==> config.mk <==
export PLATFORM = sky130hd
export DESIGN_NAME = serial_dac_ctrl
export DESIGN_NICKNAME = d
export VERILOG_FILES = /design/src/rtl/serial_dac_pkg.sv /design/src/rtl/sdac_bit_timer.sv /design/src/rtl/serial_dac_ctrl.sv
export SDC_FILE = /design/constraint.sdc
export NUM_CORES = 1
export LEC_CHECK = 0
export BUFFER_PORTS_ARGS = -buffer_cell sky130_fd_sc_hd__buf_2
export CORE_MARGIN = 2
export CORE_UTILIZATION = 55
export DETAILED_ROUTE_END_ITERATION = 7
export PLACE_DENSITY = 0.79
export RECOVER_POWER = 100
export SYNTH_ARGS = -nofsm -noshare
export SYNTH_HDL_FRONTEND = slang
export SYNTH_SLANG_ARGS = --single-unit
==> constraint.sdc <==
create_clock -name clk_X4 -period 3.7 [get_ports clk_X4]
set_input_delay 0.37 -clock clk_X4 [delete_from_list [all_inputs] [get_ports clk_X4]]
set_output_delay 0.37 -clock clk_X4 [all_outputs]
set_load 0.1 [all_outputs]
==> src/rtl/serial_dac_pkg.sv <==
// Shared types and default parameter values for the serial DAC controller.
package serial_dac_pkg;

    typedef enum logic [1:0] {
        ST_IDLE  = 2'd0,
        ST_SHIFT = 2'd1,
        ST_LOAD  = 2'd2
    } state_t;

    localparam int DEF_DATA_W     = 12;
    localparam int DEF_NUM_CH     = 1;
    localparam int DEF_CLK_DIV    = 4;
    localparam int DEF_LD_LOW_CYC = 2;

endpackage

==> src/rtl/sdac_bit_timer.sv <==
// Bit-phase counter: produces the serial clock level and an end-of-bit pulse
// for one serial bit lasting CLK_DIV cycles of clk_X4 (negedge domain).
module sdac_bit_timer
    import serial_dac_pkg::*;
#(
    parameter int CLK_DIV = DEF_CLK_DIV
) (
    input  logic clk_X4,
    input  logic rst_n,
    input  logic run,
    output logic clk_level,
    output logic bit_end
);

    localparam int PH_W = $clog2(CLK_DIV);
    localparam logic [PH_W-1:0] PH_LAST = PH_W'(CLK_DIV - 1);
    localparam logic [PH_W-1:0] PH_HALF = PH_W'(CLK_DIV / 2);

    logic [PH_W-1:0] phase;

    // Phase is held at zero whenever no bit is being emitted, so each frame starts aligned.
    always_ff @(negedge clk_X4 or negedge rst_n) begin
        if (!rst_n) begin
            phase <= '0;
        end else if (!run || phase == PH_LAST) begin
            phase <= '0;
        end else begin
            phase <= phase + 1'b1;
        end
    end

    assign bit_end   = run && (phase == PH_LAST);
    assign clk_level = (phase >= PH_HALF);

endmodule

==> src/rtl/serial_dac_ctrl.sv <==
// Serial DAC controller: shifts NUM_CH daisy-chained DAC words MSB first, then strobes LD_5.
// Optional feature: define SERIAL_DAC_REPEAT_EN for continuous refresh of the last frame.
module serial_dac_ctrl
    import serial_dac_pkg::*;
#(
    parameter int DATA_W     = DEF_DATA_W,
    parameter int NUM_CH     = DEF_NUM_CH,
    parameter int CLK_DIV    = DEF_CLK_DIV,
    parameter int LD_LOW_CYC = DEF_LD_LOW_CYC
) (
    input  logic                     clk_X4,
    input  logic                     rst_n,
    input  logic                     enable,
    input  logic                     din_valid,
    input  logic [NUM_CH*DATA_W-1:0] din_data,
    output logic                     din_ready,
    output logic                     busy,
    output logic                     CLK_3,
    output logic                     SDI_4,
    output logic                     LD_5
);

    localparam int TOTAL = NUM_CH * DATA_W;
    localparam int BIT_W = (TOTAL > 1) ? $clog2(TOTAL) : 1;
    localparam int LD_W  = (LD_LOW_CYC > 1) ? $clog2(LD_LOW_CYC) : 1;
    localparam logic [BIT_W-1:0] BIT_LAST = BIT_W'(TOTAL - 1);
    localparam logic [LD_W-1:0]  LD_LAST  = LD_W'(LD_LOW_CYC - 1);

    state_t           state;
    state_t           state_nxt;
    logic [BIT_W-1:0] bit_cnt;
    logic [LD_W-1:0]  ld_cnt;
    logic [TOTAL-1:0] shreg;
    logic [TOTAL-1:0] rpt_frame;
    logic             accept;
    logic             restart;
    logic             shift_run;
    logic             bit_end;
    logic             bit_clk;
    logic             last_bit;
    logic             ld_last;

    assign accept    = din_valid && din_ready;
    assign shift_run = (state == ST_SHIFT) && enable;
    assign last_bit  = bit_end && (bit_cnt == BIT_LAST);
    assign ld_last   = (state == ST_LOAD) && (ld_cnt == LD_LAST);

    sdac_bit_timer #(
        .CLK_DIV (CLK_DIV)
    ) u_bit_timer (
        .clk_X4    (clk_X4),
        .rst_n     (rst_n),
        .run       (shift_run),
        .clk_level (bit_clk),
        .bit_end   (bit_end)
    );

`ifdef SERIAL_DAC_REPEAT_EN
    logic             rpt_pend;
    logic [TOTAL-1:0] frame;

    // rpt_pend marks the single IDLE cycle that follows a completed LOAD.
    always_ff @(negedge clk_X4 or negedge rst_n) begin
        if (!rst_n) begin
            rpt_pend <= 1'b0;
            frame    <= '0;
        end else begin
            rpt_pend <= ld_last && enable;
            if (accept) begin
                frame <= din_data;
            end
        end
    end

    assign restart   = (state == ST_IDLE) && rpt_pend && enable && !din_valid;
    assign rpt_frame = frame;
`else
    assign restart   = 1'b0;
    assign rpt_frame = '0;
`endif

    // State register
    always_ff @(negedge clk_X4 or negedge rst_n) begin
        if (!rst_n) begin
            state <= ST_IDLE;
        end else begin
            state <= state_nxt;
        end
    end

    // Next-state logic; dropping enable abandons the frame without a load strobe.
    always_comb begin
        state_nxt = state;
        case (state)
            ST_IDLE: begin
                if (accept || restart) begin
                    state_nxt = ST_SHIFT;
                end
            end
            ST_SHIFT: begin
                if (!enable) begin
                    state_nxt = ST_IDLE;
                end else if (last_bit) begin
                    state_nxt = ST_LOAD;
                end
            end
            ST_LOAD: begin
                if (!enable || ld_last) begin
                    state_nxt = ST_IDLE;
                end
            end
            default: state_nxt = ST_IDLE;
        endcase
    end

    // Frame shift register and bit/load counters
    always_ff @(negedge clk_X4 or negedge rst_n) begin
        if (!rst_n) begin
            shreg   <= '0;
            bit_cnt <= '0;
            ld_cnt  <= '0;
        end else begin
            if (accept) begin
                shreg <= din_data;
            end else if (restart) begin
                shreg <= rpt_frame;
            end else if (shift_run && bit_end) begin
                shreg <= shreg << 1;
            end

            if (shift_run && bit_end) begin
                bit_cnt <= (bit_cnt == BIT_LAST) ? '0 : bit_cnt + 1'b1;
            end else if (!shift_run) begin
                bit_cnt <= '0;
            end

            if ((state == ST_LOAD) && enable && !ld_last) begin
                ld_cnt <= ld_cnt + 1'b1;
            end else begin
                ld_cnt <= '0;
            end
        end
    end

    // Output logic; rst_n gates din_ready so nothing is offered while reset is held.
    always_comb begin
        din_ready = 1'b0;
        busy      = 1'b0;
        CLK_3     = 1'b1;
        SDI_4     = 1'b0;
        LD_5      = 1'b1;
        case (state)
            ST_IDLE: begin
                din_ready = enable && rst_n;
            end
            ST_SHIFT: begin
                busy  = 1'b1;
                CLK_3 = bit_clk;
                SDI_4 = shreg[TOTAL-1];
            end
            ST_LOAD: begin
                busy = 1'b1;
                LD_5 = 1'b0;
            end
            default: begin
                busy = 1'b0;
            end
        endcase
    end

endmodule

==> flow_summary.json <==
{
  "routed_wl_um": 1990,
  "hold_viol_final": 0,
  "hpwl_um": 1460,
  "yosysUniqueCellTypes": 23,
  "cts_sinks": 21,
  "die_x_um": 48.5,
  "drt_iter0_markers": 18,
  "clockBufferDepth": 2,
  "post_synth.cell_area_avg_um2": 9.90,
  "slew_headroom_pct": 50.5,
  "yosys.area.top_type_share_pct": 48.3,
  "cp_top_family": "flip-flops",
  "synth_area_leaders": "dfrtn_1, mux2i_1, ha_1",
  "power_leakage_nw": 0.664,
  "drtAntennaViolNets": 0,
  "vias": 817,
  "ioPinCount": 21,
  "yosys_warnings": 0,
  "rows": 16,
  "layout_commonest_cell": "dfrtn_1",
  "cts_buffers": 3,
  "clock-skew-final_ps": 0.521,
  "stdcell_area_um2": 1270,
  "grt_max_degree": 26,
  "finalPower_mw": 0.751,
  "dp_cells": 155,
  "hold_buffers": 0,
  "grt_pass1_wl_um": 3260,
  "synth_nets": 132,
  "worst_ep_required_time_ps": 3330,
  "avgViaCountPerCell": 5.14,
  "fillers": 180,
  "start_kind": "flop",
  "max-cap-violations": 0,
  "worst_pin_slew_ps": 741,
  "finalMaxSlewViolations": 0,
  "critPathMaxStageDelay_ps": 430,
  "place_area_um2": 1260,
  "antenna_found_initial": 0,
  "dieHeight_um": 48.5,
  "gp_congestion": 0.787,
  "outcome": "finished, final reports clean",
  "synth.yosys.seq_area_share_pct": 48.3,
  "grt_pass1_vias": 765,
  "crit_chain": "inv_1, ha_2, and3_2, buf_12",
  "area_growth_pct": 16.3,
  "initial_utilization_pct": 56.6,
  "antenna_cells": 0,
  "crit_slowest_cell": "dfrtn_1",
  "final_cell_mix": "dfrtn_1, nor2_1, a21oi_1, mux2i_1, buf_2",
  "dieArea_um2": 2350,
  "dp_slack_ps": 342,
  "path_max_fanout": 3,
  "worst-path-buf-inv": 2,
  "wl_per_cell_um": 12.5,
  "timing.final.ws_setup_ps": 65.5,
  "fin_util_pct": 65.9,
  "finalSetupViolations": 0,
  "port_buffers": 20,
  "overflow": 0,
  "syn_inst": 110,
  "cellPowerDensity_nw_per_um2": 593,
  "fin_cells": 159,
  "path_clk_slew_ps": 80,
  "syn_area_um2": 1090,
  "yosys.area.top_type": "dfrtn_1",
  "cts_tree": "yes",
  "ys_ff_latch": 21,
  "first_pass_iters": 4,
  "end_kind": "output pin",
  "fin_nets": 155,
  "cp.arrival_ps": 3260,
  "peakVddDrop_mv": 0.428,
  "layout-drive-gt1-share_pct": 20.5,
  "grtUsageTotal_pct": 18.1,
  "clkLatencyLatePin_ps": 300,
  "path_class": "reg -> out",
  "cts-root-buf": "clkbuf_4",
  "coreArea_um2": 1920,
  "hp-class": "reg -> reg",
  "drc": 0,
  "htreeDepth": 1
}
## layer usage
metal	track usage [%]	up-vias	part of all wire, %
li1	-	424	-
met1	21.9	378	43
met2	31.5	13	52
met3	4.01	2	3.8
met4	7.14	0	0.76
met5	0	-	0
## cell families (layout without fill, tap and decap cells)
logic type | count (synthesis) | count (layout) | share of synthesized area [%]
simple gates | 38 | 38 | 16.1
mux | 13 | 13 | 12.0
fa+ha+maj | 6 | 6 | 6.90
buf+inv | 10 | 32 | 5.63
compound gates | 22 | 22 | 11.1
flops | 21 | 21 | 48.3
## flip-flops by register name, indices dropped and copies added (netlist names)
register	count
state	2
shreg	12
bit_cnt	4
ld_cnt	1
u_bit_timer.phase	2
## where the power goes
group          total (mW)  internal [mW]  switching [mW]
Combinational       0.304          0.106           0.197
Clock               0.112         0.0420          0.0699
Sequential          0.335          0.300          0.0349
## Yosys cell counts
library cell	number
o21ai_0	3
dfrtn_1	21
clkbuf_2	1
and3b_1	1
and2_1	3
nor2b_1	1
o21ai_1	1
inv_2	1
nand2_2	1
nand2_1	6
mux2i_1	13
and3_1	1
nor2_1	17
nor3_1	4
ha_1	6
o32ai_1	1
nor3b_1	1
buf_6	3
a21oi_1	14
nand3_1	3
a21o_1	2
a211oi_1	1
inv_1	5
## area by class of cell
type	count	area (um2)	area share (%)
inverter	6	22.5	1.78
multi-input combinational	79	505	39.9
timing repair buffer	22	153	12.1
sequential	21	526	41.5
clock buffer	4	26.3	2.08
tap	27	33.8	2.67
## per-stage QoR
stage,hold WS [ps],setup TNS (ps)
after global routing,483,-5.25
after CTS,468,0
final,463,0
after detailed placement,466,0
after floorplan,434,0
after global placement,456,0
## final timing paths
kind | startpoint | endpoint | slack (ps) | cells past startpoint
worst max-delay path | state[0] | din_ready | 70 | 4
worst min-delay path | u_bit_timer.phase[0] | u_bit_timer.phase[0] | 460 | 1
worst max register to register | state[0] | shreg[8] | 1840 | 5
worst min register to register | u_bit_timer.phase[0] | u_bit_timer.phase[0] | 460 | 1
max in group asynchronous | rst_n | shreg[4] | 1640 | 2
min in group asynchronous | rst_n | ld_cnt | 1810 | 2
## repair_timing
item,4_1_cts,5_1_grt
setup buffers,0,0
gates cloned,0,0
endpoints found under the setup margin,1,2
resized for setup,1,2
No activity file was read; power rests on OpenSTA's default activity.
